<file path="config.mk">
export PLATFORM = sky130hd
export DESIGN_NAME = ip_fetch_queue_flat
export DESIGN_NICKNAME = d
export VERILOG_FILES = /design/src/rtl/ip_fetch_queue_pkg.sv /design/src/rtl/ip_fetch_queue_if.sv /design/src/rtl/ip_fetch_ring.sv /design/src/rtl/ip_fetch_queue.sv /design/src/flat_wrapper.sv
export SDC_FILE = /design/constraint.sdc
export NUM_CORES = 1
export LEC_CHECK = 0
export BUFFER_PORTS_ARGS = -buffer_cell sky130_fd_sc_hd__buf_4
export CELL_PAD_IN_SITES_DETAIL_PLACEMENT = 0
export CELL_PAD_IN_SITES_GLOBAL_PLACEMENT = 1
export CORE_ASPECT_RATIO = 1.2
export CORE_MARGIN = 2
export CORE_UTILIZATION = 44
export CTS_CLUSTER_DIAMETER = 150
export CTS_CLUSTER_SIZE = 30
export DETAILED_ROUTE_END_ITERATION = 8
export PLACE_DENSITY_LB_ADDON = 0.1
export SLEW_MARGIN = 25
export SYNTH_ARGS = -nofsm -noshare
export SYNTH_HDL_FRONTEND = slang
export SYNTH_SLANG_ARGS = --single-unit
</file>
<file path="constraint.sdc">
create_clock -name cs_clk -period 8.54 [get_ports cs_clk]
set_clock_uncertainty 0.15 [all_clocks]
set_input_delay 0.427 -clock cs_clk [delete_from_list [all_inputs] [get_ports cs_clk]]
set_output_delay 0.427 -clock cs_clk [all_outputs]
set_load 0.02 [all_outputs]
</file>
<file path="src/rtl/ip_fetch_queue_pkg.sv">
// Shared types and helpers for the N-way instruction fetch queue.
package ip_fetch_queue_pkg;

    localparam int IP_FETCH_WAYS_MAX = 8;

    typedef struct packed {
        logic [31:0] address;
        logic [31:0] instr;
    } fetch_entry_t;

    // Length of the run of hits starting at port 0; a hit after a miss is not counted.
    function automatic logic [3:0] hit_prefix_len(input logic [IP_FETCH_WAYS_MAX-1:0] hits);
        logic [3:0] n;
        logic       run;
        n   = 4'd0;
        run = 1'b1;
        for (int k = 0; k < IP_FETCH_WAYS_MAX; k++) begin
            if (run && hits[k]) n = n + 4'd1;
            else                run = 1'b0;
        end
        return n;
    endfunction

endpackage

</file>
<file path="src/rtl/ip_fetch_queue_if.sv">
// Clock/reset bundle and the cache/decoder-side bus of the fetch queue.
interface IntfCSB;
    logic clk;
    logic reset;

    modport master (output clk, output reset);
    modport slave  (input clk, input reset);
endinterface

interface ip_fetch_queue_if #(
    parameter int WAYS = 2
);
    logic [WAYS-1:0][31:0] i_cache_instr;
    logic [WAYS-1:0]       i_cache_hit;
    logic [WAYS-1:0][31:0] o_cache_address;
    logic [WAYS-1:0]       o_cache_read;
    logic [31:0]           i_jmp_address;
    logic                  i_jmp_write;
    logic                  i_halt;
    logic [WAYS-1:0][31:0] o_address;
    logic [WAYS-1:0][31:0] o_instr;
    logic [WAYS-1:0]       o_valid;
    logic                  o_empty;
    logic                  o_full;

    modport master (
        output i_cache_instr, i_cache_hit, i_jmp_address, i_jmp_write, i_halt,
        input  o_cache_address, o_cache_read, o_address, o_instr, o_valid, o_empty, o_full
    );

    modport slave (
        input  i_cache_instr, i_cache_hit, i_jmp_address, i_jmp_write, i_halt,
        output o_cache_address, o_cache_read, o_address, o_instr, o_valid, o_empty, o_full
    );
endinterface

</file>
<file path="src/rtl/ip_fetch_ring.sv">
// Multi-push / multi-pop circular buffer; owns head, tail and count.
module ip_fetch_ring
    import ip_fetch_queue_pkg::*;
#(
    parameter int  WAYS  = 2,
    parameter int  DEPTH = 8,
    localparam int AW    = $clog2(DEPTH),
    localparam int CW    = $clog2(DEPTH + 1),
    localparam int NPW   = $clog2(WAYS + 1)
) (
    input  logic            i_clk,
    input  logic            i_reset,
    input  logic            i_flush,
    input  fetch_entry_t    i_push_data [WAYS],
    input  logic [NPW-1:0]  i_n_push,
    input  logic            i_pop_en,
    output fetch_entry_t    o_data [WAYS],
    output logic [WAYS-1:0] o_valid,
    output logic [CW-1:0]   o_count
);

    fetch_entry_t  r_mem [DEPTH];
    logic [AW-1:0] r_head;
    logic [AW-1:0] r_tail;
    logic [CW-1:0] r_count;
    logic [CW-1:0] w_n_pop;

    // All presented slots leave together; a partial pop is never taken.
    always_comb begin
        w_n_pop = '0;
        if (i_pop_en) w_n_pop = (int'(r_count) < WAYS) ? r_count : CW'(WAYS);
    end

    always_ff @(posedge i_clk) begin
        if (i_reset || i_flush) begin
            r_head  <= '0;
            r_tail  <= '0;
            r_count <= '0;
        end else begin
            r_tail  <= r_tail + AW'(i_n_push);
            r_head  <= r_head + AW'(w_n_pop);
            r_count <= r_count + CW'(i_n_push) - w_n_pop;
        end
    end

    always_ff @(posedge i_clk) begin
        for (int k = 0; k < WAYS; k++) begin
            if (NPW'(k) < i_n_push) r_mem[r_tail + AW'(k)] <= i_push_data[k];
        end
    end

    for (genvar k = 0; k < WAYS; k++) begin : g_present
        assign o_data[k]  = r_mem[r_head + AW'(k)];
        assign o_valid[k] = int'(r_count) > k;
    end

    assign o_count = r_count;

endmodule

</file>
<file path="src/rtl/ip_fetch_queue.sv">
// N-way fetch front end: drives WAYS cache ports, accepts the hit prefix, buffers in a ring.
// Optional IP_FETCH_STATS_EN adds fetched/miss/full event counters.
module ip_fetch_queue
    import ip_fetch_queue_pkg::*;
#(
    parameter int          WAYS         = 2,
    parameter int          DEPTH        = 8,
    parameter logic [31:0] RESET_VECTOR = 32'h0
) (
    IntfCSB.slave           cs,
    ip_fetch_queue_if.slave bus
`ifdef IP_FETCH_STATS_EN
    ,
    output logic [31:0]     o_stat_fetched,
    output logic [31:0]     o_stat_miss,
    output logic [31:0]     o_stat_full
`endif
);

    localparam int CW  = $clog2(DEPTH + 1);
    localparam int NPW = $clog2(WAYS + 1);

    logic [31:0]                  r_pc;
    logic [CW-1:0]                w_count;
    logic                         w_fetch;
    logic [NPW-1:0]               w_n_push;
    logic [IP_FETCH_WAYS_MAX-1:0] w_hits_ext;
    fetch_entry_t                 w_push_data [WAYS];
    fetch_entry_t                 w_pres [WAYS];
    logic [WAYS-1:0]              w_valid;
    logic                         w_unused_jmp_lsbs;

    // Space is judged on the registered count; same-cycle pops are not credited.
    assign w_fetch    = !cs.reset && !bus.i_jmp_write && ((DEPTH - int'(w_count)) >= WAYS);
    assign w_hits_ext = IP_FETCH_WAYS_MAX'(bus.i_cache_hit);
    assign w_n_push   = w_fetch ? NPW'(hit_prefix_len(w_hits_ext)) : '0;

    assign bus.o_cache_read = {WAYS{w_fetch}};

    for (genvar k = 0; k < WAYS; k++) begin : g_port
        assign bus.o_cache_address[k] = r_pc + 32'(4 * k);
        assign w_push_data[k]         = '{address: r_pc + 32'(4 * k), instr: bus.i_cache_instr[k]};
        assign bus.o_address[k]       = w_pres[k].address;
        assign bus.o_instr[k]         = w_pres[k].instr;
    end

    always_ff @(posedge cs.clk) begin
        if (cs.reset)             r_pc <= {RESET_VECTOR[31:2], 2'b00};
        else if (bus.i_jmp_write) r_pc <= {bus.i_jmp_address[31:2], 2'b00};
        else                      r_pc <= r_pc + (32'(w_n_push) << 2);
    end

    ip_fetch_ring #(
        .WAYS  (WAYS),
        .DEPTH (DEPTH)
    ) u_ring (
        .i_clk       (cs.clk),
        .i_reset     (cs.reset),
        .i_flush     (bus.i_jmp_write),
        .i_push_data (w_push_data),
        .i_n_push    (w_n_push),
        .i_pop_en    (!bus.i_halt),
        .o_data      (w_pres),
        .o_valid     (w_valid),
        .o_count     (w_count)
    );

    assign bus.o_valid = w_valid;
    assign bus.o_empty = (w_count == '0);
    assign bus.o_full  = int'(w_count) > (DEPTH - WAYS);

    assign w_unused_jmp_lsbs = &{1'b0, bus.i_jmp_address[1:0]};

`ifdef IP_FETCH_STATS_EN
    logic [31:0] r_stat_fetched;
    logic [31:0] r_stat_miss;
    logic [31:0] r_stat_full;

    // Jumps deliberately leave the counters running.
    always_ff @(posedge cs.clk) begin
        if (cs.reset) begin
            r_stat_fetched <= '0;
            r_stat_miss    <= '0;
            r_stat_full    <= '0;
        end else begin
            r_stat_fetched <= r_stat_fetched + 32'(w_n_push);
            if (w_fetch && !bus.i_cache_hit[0])  r_stat_miss <= r_stat_miss + 32'd1;
            if (!w_fetch && !bus.i_jmp_write)    r_stat_full <= r_stat_full + 32'd1;
        end
    end

    assign o_stat_fetched = r_stat_fetched;
    assign o_stat_miss    = r_stat_miss;
    assign o_stat_full    = r_stat_full;
`endif

endmodule

</file>
<file path="src/flat_wrapper.sv">
// flat-port wrapper written by rule: the top's interface ports become plain ports
module ip_fetch_queue_flat import ip_fetch_queue_pkg::*;
#(
    parameter int          WAYS         = 2,
    parameter int          DEPTH        = 8,
    parameter logic [31:0] RESET_VECTOR = 32'h0
)
  (cs_clk, cs_reset, bus_i_cache_instr, bus_i_cache_hit, bus_i_jmp_address, bus_i_jmp_write, bus_i_halt, bus_o_cache_address, bus_o_cache_read, bus_o_address, bus_o_instr, bus_o_valid, bus_o_empty, bus_o_full);
  IntfCSB cs_i ();
  ip_fetch_queue_if #(.WAYS(WAYS)) bus_i ();
  input wire logic [$bits(cs_i.clk)-1:0] cs_clk;
  input wire logic [$bits(cs_i.reset)-1:0] cs_reset;
  input wire logic [$bits(bus_i.i_cache_instr)-1:0] bus_i_cache_instr;
  input wire logic [$bits(bus_i.i_cache_hit)-1:0] bus_i_cache_hit;
  input wire logic [$bits(bus_i.i_jmp_address)-1:0] bus_i_jmp_address;
  input wire logic [$bits(bus_i.i_jmp_write)-1:0] bus_i_jmp_write;
  input wire logic [$bits(bus_i.i_halt)-1:0] bus_i_halt;
  output wire logic [$bits(bus_i.o_cache_address)-1:0] bus_o_cache_address;
  output wire logic [$bits(bus_i.o_cache_read)-1:0] bus_o_cache_read;
  output wire logic [$bits(bus_i.o_address)-1:0] bus_o_address;
  output wire logic [$bits(bus_i.o_instr)-1:0] bus_o_instr;
  output wire logic [$bits(bus_i.o_valid)-1:0] bus_o_valid;
  output wire logic [$bits(bus_i.o_empty)-1:0] bus_o_empty;
  output wire logic [$bits(bus_i.o_full)-1:0] bus_o_full;
  assign cs_i.clk = cs_clk;
  assign cs_i.reset = cs_reset;
  assign bus_i.i_cache_instr = bus_i_cache_instr;
  assign bus_i.i_cache_hit = bus_i_cache_hit;
  assign bus_i.i_jmp_address = bus_i_jmp_address;
  assign bus_i.i_jmp_write = bus_i_jmp_write;
  assign bus_i.i_halt = bus_i_halt;
  assign bus_o_cache_address = bus_i.o_cache_address;
  assign bus_o_cache_read = bus_i.o_cache_read;
  assign bus_o_address = bus_i.o_address;
  assign bus_o_instr = bus_i.o_instr;
  assign bus_o_valid = bus_i.o_valid;
  assign bus_o_empty = bus_i.o_empty;
  assign bus_o_full = bus_i.o_full;
  ip_fetch_queue #(.WAYS(WAYS), .DEPTH(DEPTH), .RESET_VECTOR(RESET_VECTOR)) u_core (.cs(cs_i), .bus(bus_i));
endmodule
</file>
==> results of run 1 <==
==> registers in the layout, indices dropped and copies added, names as in the netlist <==
signal / count
u_core.r_pc: 30
u_core.u_ring.r_head: 3
u_core.u_ring.r_mem: 496
u_core.u_ring.r_tail: 3
u_core.u_ring.o_count: 4
==> critical path: stages (launching register included) <==
cell and delay [ns]:
sky130_fd_sc_hd__dfxtp_1 0.47, sky130_fd_sc_hd__inv_1 0.15, sky130_fd_sc_hd__ha_1 0.27, sky130_fd_sc_hd__xnor2_1 0.21, sky130_fd_sc_hd__or3_1 0.66, sky130_fd_sc_hd__o21ai_1 0.46
sky130_fd_sc_hd__inv_1 0.30, sky130_fd_sc_hd__nand2_1 0.08, sky130_fd_sc_hd__nor2_1 0.18, sky130_fd_sc_hd__ha_1 0.22, sky130_fd_sc_hd__inv_1 0.06, sky130_fd_sc_hd__fa_1 0.44
sky130_fd_sc_hd__nand2b_1 0.25, sky130_fd_sc_hd__or4_1 0.67, sky130_fd_sc_hd__or3_1 0.37, sky130_fd_sc_hd__a311oi_1 0.25
==> cells in the final DEF, fill, tap and decap left out, types with 4 or more instances in the layout <==
master,synthesis,layout
sky130_fd_sc_hd__nand2b_1,5,5
sky130_fd_sc_hd__nand4_1,17,17
sky130_fd_sc_hd__buf_4,20,328
sky130_fd_sc_hd__xnor2_1,166,166
sky130_fd_sc_hd__o31ai_4,0,4
sky130_fd_sc_hd__and2_1,7,7
sky130_fd_sc_hd__nor3_1,10,10
sky130_fd_sc_hd__mux4_2,248,248
sky130_fd_sc_hd__dlygate4sd3_1,0,110
sky130_fd_sc_hd__xor2_1,128,127
sky130_fd_sc_hd__nand2_1,928,928
sky130_fd_sc_hd__o21ai_0,14,11
sky130_fd_sc_hd__inv_1,22,22
sky130_fd_sc_hd__nor3_2,7,7
sky130_fd_sc_hd__conb_1,1,8
sky130_fd_sc_hd__nor2_1,154,154
sky130_fd_sc_hd__edfxtp_1,496,496
sky130_fd_sc_hd__nand3_1,28,28
sky130_fd_sc_hd__mux2i_1,5,5
sky130_fd_sc_hd__dfxtp_1,40,37
sky130_fd_sc_hd__o211ai_4,0,8
sky130_fd_sc_hd__a21oi_1,14,14
sky130_fd_sc_hd__mux2_2,124,124
sky130_fd_sc_hd__clkbuf_1,128,15
sky130_fd_sc_hd__a211oi_4,0,8
sky130_fd_sc_hd__clkbuf_16,0,21
sky130_fd_sc_hd__a211oi_1,19,15
sky130_fd_sc_hd__fa_1,5,5
sky130_fd_sc_hd__or4_1,4,4
sky130_fd_sc_hd__ha_1,19,18
sky130_fd_sc_hd__and3_1,6,6
sky130_fd_sc_hd__nor4_1,6,6
sky130_fd_sc_hd__or3_1,5,5
==> metrics by stage <==
| stage | hold slack (ns) | instance area [um^2] | cells |
|---|---|---|---|
| finish | 0.0213 | 36900 | 3948 |
| global route | 0.0138 | 36900 | 3948 |
| CTS | 0.0000432 | 36900 | 3945 |
| detailed placement | 0.517 | 35200 | 3798 |
| global placement | 0.511 | 35100 | 3798 |
| floorplan | 0.420 | 32400 | 2810 |
==> routing by layer <==
metal  global-route usage (%)  vias up
li1                         -    10200
met5                        0        -
met2                     49.0      984
met1                     36.1    11800
met4                     8.23        2
met3                     3.23      177
==> cell families (layout without fill, tap and decap cells) <==
logic type	after synthesis	in the layout
other	1	8
DFF	536	536
buffers and inverters	303	506
AOI/OAI and AO/OA	73	73
adders and majority gates	24	24
and+or+nand+nor	1193	1193
xor gates and xnor gates	296	296
muxes	377	377
==> worst max-delay path by stage <==
| stage | startpoint | endpoint | slack (ns) | cells past startpoint |
|---|---|---|---|---|
| 2_1_floorplan | u_core.u_ring.o_count[1] | u_core.u_ring.r_mem[2][0] | 1.49 | 9 |
| 3_3_place_gp | u_core.u_ring.o_count[1] | u_core.r_pc[24] | 3.34 | 15 |
| 3_5_place_dp | u_core.u_ring.o_count[1] | u_core.r_pc[24] | 3.23 | 15 |
| 4_1_cts | u_core.u_ring.o_count[1] | u_core.r_pc[24] | 3.21 | 15 |
| 5_1_grt | u_core.u_ring.o_count[1] | u_core.r_pc[18] | 2.84 | 16 |
| 6_report | u_core.u_ring.o_count[1] | u_core.r_pc[24] | 3.27 | 15 |
==> power by group through the flow <==
stage          Sequential (mW)  Combinational, mW  Clock (mW)
4_1_cts                   3.06               1.64        1.36
6_report                  3.06               1.62        1.34
3_3_place_gp              3.11               1.57           0
5_1_grt                   3.07               1.74        1.43
2_1_floorplan             3.07               1.03           0
3_5_place_dp              3.12               1.59           0
==> cells in the mapped netlist, drive strengths merged <==
cell | number | share of area [%]
dfxtp | 40 | 2.5
nor2b | 2 | 0.039
xor2 | 128 | 3.5
o21ai | 15 | 0.23
clkbuf | 139 | 1.7
nor3 | 17 | 0.37
mux2 | 124 | 4.3
or4 | 6 | 0.16
xnor2 | 168 | 4.6
inv | 24 | 0.28
buf | 139 | 2.1
o41ai | 1 | 0.027
o211ai | 8 | 0.31
nand2b | 5 | 0.097
and3 | 6 | 0.12
a211oi | 23 | 0.60
nand4 | 17 | 0.33
nand4b | 1 | 0.027
and2 | 7 | 0.14
or3 | 5 | 0.097
and4 | 1 | 0.027
nor2 | 154 | 1.8
o31ai | 4 | 0.093
mux4 | 248 | 17
a21o | 2 | 0.046
mux2i | 5 | 0.15
nor4 | 12 | 0.43
a21oi | 16 | 0.27
a311oi | 3 | 0.081
conb | 1 | 0.012
edfxtp | 496 | 46
or2 | 1 | 0.019
ha | 19 | 0.73
clkinv | 1 | 0.012
fa | 5 | 0.31
nand3 | 29 | 0.46
nand2 | 928 | 11
nand3b | 2 | 0.046
a21boi | 1 | 0.023
==> final cells by class <==
class | count | area (um^2)
clock buffer | 36 | 582
clock inverter | 1 | 30.0
fill | 6316 | 35600
inverter | 25 | 93.8
multi-input combinational | 1971 | 15700
sequential | 536 | 15700
tap | 935 | 1170
timing repair buffer | 444 | 3670
==> timing repair <==
item                       in CTS  in global routing
gates resized for setup         0                  0
hold endpoints to repair      199                  0
setup endpoints to repair       0                  0
hold buffers                  110                  0
==> impl_metrics.json, run 1 <==
{
  "area_growth_syn_to_layout_pct": 14.1,
  "p_int_mw": 4.17,
  "final.setup.worst_slack_ns": 3.27,
  "max-cap-violations": 0,
  "holdCritPathClass": "primary input to register",
  "timing.rr.end": "u_core.r_pc[24]",
  "synth_seq_area_share_pct": 48.5,
  "hold_path_startpoint": "bus_i_cache_instr[1]",
  "drt-vias-per-instance": 5.85,
  "leakage_nw": 13.2,
  "post-route-drc-count": 0,
  "drtPass1Iterations": 5,
  "cts_num_sinks": 536,
  "post_syn_instances": 2803,
  "tritoncts.num_buffers": 21,
  "ios": 300,
  "synth_xor_xnor_area_share_pct": 8.06,
  "kind_of_end_point_of_the_critical_path": "register",
  "timing_worst_setup_path_type": "register to register",
  "routed_wire_length_per_instance_um": 26.6,
  "globalRoute.totalOverflow": 0,
  "cts_max_path_buffers": 3,
  "routed_met2_length_um": 53300,
  "grt_first_pass_wirelength_um": 155000,
  "report.final.hold_viol_count": 0,
  "synth_area_um2": 32400,
  "post_synth_fa_ha_maj_area_fraction_pct": 1.04,
  "regToRegSetupSlack_ns": 3.27,
  "grt_pass1_vias": 23900,
  "pin_count_of_the_biggest_net_entering_global_routing": 131,
  "simple_gate_share_of_the_synthesized_area_pct": 14.9,
  "portBuffers": 289,
  "vdd_drop_max_v": 0.000185,
  "power.share.sequential_pct": 50.9,
  "detailedPlace.worstSlack_ns": 3.23,
  "start_util_pct": 44.6,
  "setup_viol_count_final": 0,
  "yosysUniqueCellTypes": 52,
  "route.antenna.remaining_nets": 0,
  "worst_hold_path.endpoint": "u_core.u_ring.r_mem[3][1]",
  "nets": 3125,
  "routed-via-count": 23100,
  "area_of_the_placeable_core_um2": 72600,
  "clock_tree.htree_level_count": 1,
  "power.share.clock_pct": 22.2,
  "syn_avg_cell_area_um2": 11.5,
  "clk_transition_reported_paths_ns": 0.12,
  "run_status": "finished, final reports clean",
  "cp-start-kind": "register",
  "dr.first_iter.drc_count": 2011,
  "ys_ff_latch": 536,
  "power_per_cell_area_nw_per_um2": 163,
  "totalNegativeSetupSlack_ns": 0,
  "cts_tree": "built",
  "cts-root-buf": "sky130_fd_sc_hd__clkbuf_16",
  "gpl.final_weighted_congestion": 0.835,
  "final.period_utilization_pct": 61.8,
  "swShare_pct": 30.8,
  "fraction_of_the_mapped_netlist_area_in_compound_gates_pct": 1.68,
  "synth.yosys.warnings": 0,
  "synthMuxAreaShare_pct": 21.7,
  "hold_path_depth": 3,
  "critical_path_arrival_ns": 5.63,
  "design.die.area_um2": 75800,
  "utilization_pct": 50.9,
  "synth_top_family_by_area": "multiplexers",
  "final_max_slew_viol_count": 0,
  "floorplan.die.width_um": 252,
  "die-height_um": 301,
  "final_layout_size_suffix_gt1_share_pct": 25.9,
  "antenna_violations_before_repair": 1,
  "cts_post_setup_buffers_inserted": 0,
  "combinationalPowerShare_pct": 26.9,
  "rr_startpoint": "u_core.u_ring.o_count[1]",
  "r2r.worst_path.cells": 15,
  "worst-slew-pin-transition_ns": 1.05,
  "switch_pwr_mw": 1.85,
  "met3_length_um": 6920,
  "timing.critical_path.fanout_max": 9,
  "setup_repair_after_global_routing_missed_its_margin": "false",
  "dp.final_hpwl_um": 61100,
  "max_clock_freq_ghz": 0.190,
  "met1_length_um": 41900,
  "max_slew_margin_pct": 29.7,
  "clock_latency_ns": 0.60,
  "cp.required_ns": 8.90,
  "antennaDiodeCount": 0,
  "totalWireLength_um": 105000,
  "min_period_ns": 5.27,
  "maxUsedRoutingLayer": "met5",
  "power_consumption_mw": 6.02,
  "rows": 108,
  "grt_use_total_pct": 27.8
}
Power figures use the tool's default switching activity.
==> run 2: changes to the inputs <==
- clock period: 8.54 -> 4.7 ns (I/O delays scaled with it)
==> run 2 against run 1 <==
Global-route usage up 0.36 points. Count of clock-buffer cells in the layout unchanged. Fmax up 19%. Clock power up 81%. Power up 83%. Non-clock buffer count up 91. Die area unchanged. Worst setup slack worse by 3.0 ns. Wire length up 1.5%. Critical endpoint is now u_core.r_pc[27]. Largest cell class unchanged. Largest power group unchanged.
==> impl_metrics.json, run 2 (synthesis gave the netlist of run 1 again) <==
{
  "max_clock_freq_ghz": 0.226,
  "run_status": "finished, final reports clean",
  "antennaDiodeCount": 0,
  "largest_register_ff_count": 496,
  "clk_transition_reported_paths_ns": 0.13,
  "holdCritPathClass": "primary input to register",
  "routed-via-count": 23500,
  "worst-slew-pin-transition_ns": 0.986,
  "area_growth_syn_to_layout_pct": 16.9,
  "hold_path_startpoint": "bus_i_cache_hit[1]",
  "grt_pass1_vias": 24200,
  "cp-start-kind": "register",
  "routed_wire_length_per_instance_um": 26.4,
  "leakage_nw": 13.7,
  "totalWireLength_um": 107000,
  "drt-vias-per-instance": 5.83,
  "tritoncts.num_buffers": 21,
  "worst_hold_path.endpoint": "u_core.u_ring.o_count[0]",
  "cts_max_path_buffers": 3,
  "timing.critical_path.fanout_max": 6,
  "power_per_cell_area_nw_per_um2": 292,
  "post_dp_cell_area_um2": 35600,
  "fin_hold_ws_ns": 0.0490,
  "die-height_um": 301,
  "clock_tree.htree_level_count": 1,
  "final_max_slew_viol_count": 0,
  "top_register": "u_core.u_ring.r_mem",
  "totalNegativeSetupSlack_ns": 0,
  "dp.final_hpwl_um": 65000,
  "design.die.area_um2": 75800,
  "dr.first_iter.drc_count": 1974,
  "cts_num_sinks": 536,
  "globalRoute.totalOverflow": 0,
  "post_layout_nonfiller_instances": 4039,
  "power_consumption_mw": 11.0,
  "route.antenna.remaining_nets": 0,
  "rr_startpoint": "u_core.u_ring.o_count[0]",
  "clock_latency_ns": 0.59,
  "cp.required_ns": 5.09,
  "utilization_pct": 52.1,
  "rows": 108,
  "setup_repair_after_global_routing_missed_its_margin": "false",
  "setup_viol_count_final": 0,
  "hold_path_depth": 4,
  "vdd_drop_max_v": 0.000241,
  "fillers": 6292,
  "min_period_ns": 4.43,
  "cts-root-buf": "sky130_fd_sc_hd__clkbuf_16",
  "final.setup.worst_slack_ns": 0.267,
  "cts_tree": "built",
  "critical_path_arrival_ns": 4.83,
  "start_util_pct": 44.6,
  "post-route-drc-count": 0,
  "timing_worst_setup_path_type": "register to register",
  "detailedPlace.worstSlack_ns": 0.534,
  "timing.rr.end": "u_core.r_pc[27]",
  "nets": 3216,
  "cts_post_setup_buffers_inserted": 0,
  "gpl.final_weighted_congestion": 0.832,
  "mostFrequentLayoutCells": "sky130_fd_sc_hd__nand2_1, sky130_fd_sc_hd__edfxtp_1, sky130_fd_sc_hd__buf_4",
  "dp.cells": 3838,
  "grt_first_pass_wirelength_um": 156000,
  "final_layout_size_suffix_gt1_share_pct": 26.5,
  "regToRegSetupSlack_ns": 0.27,
  "ios": 300,
  "max-cap-violations": 0,
  "final.period_utilization_pct": 94.3,
  "most_common_cell_after_layout_fill_and_taps_aside": "sky130_fd_sc_hd__nand2_1",
  "pin_count_of_the_biggest_net_entering_global_routing": 54,
  "max_slew_margin_pct": 34.2,
  "floorplan.die.width_um": 252,
  "area_of_the_placeable_core_um2": 72600,
  "design_area_um2": 37800,
  "drtPass1Iterations": 6,
  "kind_of_end_point_of_the_critical_path": "register",
  "portBuffers": 289,
  "r2r.worst_path.cells": 15,
  "report.final.hold_viol_count": 0,
  "grt_use_total_pct": 28.1,
  "antenna_violations_before_repair": 0
}
-- run 2: cell types whose count changed in the layout (fill, tap and decap cells not counted), moves of 2 or more --
cell	before	now
sky130_fd_sc_hd__dlygate4sd3_1	110	164
sky130_fd_sc_hd__nor3_1	10	8
sky130_fd_sc_hd__buf_4	328	360
sky130_fd_sc_hd__buf_6	2	0
sky130_fd_sc_hd__nor3_2	7	9
sky130_fd_sc_hd__buf_12	3	11
-- run 2: worst max-delay path: stages (launching register included) --
cell,delay (ns)
sky130_fd_sc_hd__dfxtp_1,0.41
sky130_fd_sc_hd__inv_1,0.11
sky130_fd_sc_hd__ha_1,0.27
sky130_fd_sc_hd__a21boi_1,0.61
sky130_fd_sc_hd__nor2_1,0.09
sky130_fd_sc_hd__o21ai_1,0.17
sky130_fd_sc_hd__inv_2,0.10
sky130_fd_sc_hd__nand3_1,0.23
sky130_fd_sc_hd__inv_1,0.08
sky130_fd_sc_hd__ha_1,0.28
sky130_fd_sc_hd__a21oi_1,0.17
sky130_fd_sc_hd__nor2_1,0.41
sky130_fd_sc_hd__nand2_1,0.18
sky130_fd_sc_hd__or3_1,0.33
sky130_fd_sc_hd__a311oi_1,0.24
sky130_fd_sc_hd__dlygate4sd3_1,0.57
-- run 2: layout make-up --
cell class | count | area [um^2] | share of cell area, %
Sequential cell | 536 | 15700 | 41.5
Multi-Input combinational cell | 1971 | 15700 | 41.5
Timing Repair Buffer | 535 | 4560 | 12.1
Tap cell | 935 | 1170 | 3.09
Clock buffer | 36 | 582 | 1.54
Inverter | 25 | 93.8 | 0.248
Clock inverter | 1 | 30.0 | 0.0794
-- run 2: metal layers --
metal | up-vias | wire, um | GRT usage, %
met5 | - | 0 | 0
met4 | 0 | 3140 | 8.15
met3 | 165 | 7280 | 3.57
met2 | 1021 | 53900 | 49.5
met1 | 12000 | 42400 | 36.5
li1 | 10400 | - | -
-- run 2: worst max-delay path by stage --
stage                                           end                      from  depth (start not counted)
after global placement              u_core.r_pc[26]  u_core.u_ring.o_count[1]                         15
after detailed placement            u_core.r_pc[26]  u_core.u_ring.o_count[1]                         15
after CTS                           u_core.r_pc[28]  u_core.u_ring.o_count[1]                         17
final                               u_core.r_pc[27]  u_core.u_ring.o_count[0]                         15
after floorplan           u_core.u_ring.r_mem[3][0]  u_core.u_ring.o_count[1]                          9
after global routing                u_core.r_pc[27]  u_core.u_ring.o_count[0]                         15
-- run 2: where the power goes --
part	switching, mW	leakage, nW	internal [mW]
Clock	1.50	0.291	0.919
Combinational	1.74	8.55	1.37
Sequential	0.148	4.84	5.37
Total	3.39	13.7	7.66
-- run 2: timing repair --
| action | in CTS | in global routing |
|---|---|---|
| endpoints found under the hold margin | 291 | 0 |
| hold buffers | 164 | 0 |
| setup endpoints to repair | 0 | 10 |
| resized for setup | 0 | 6 |
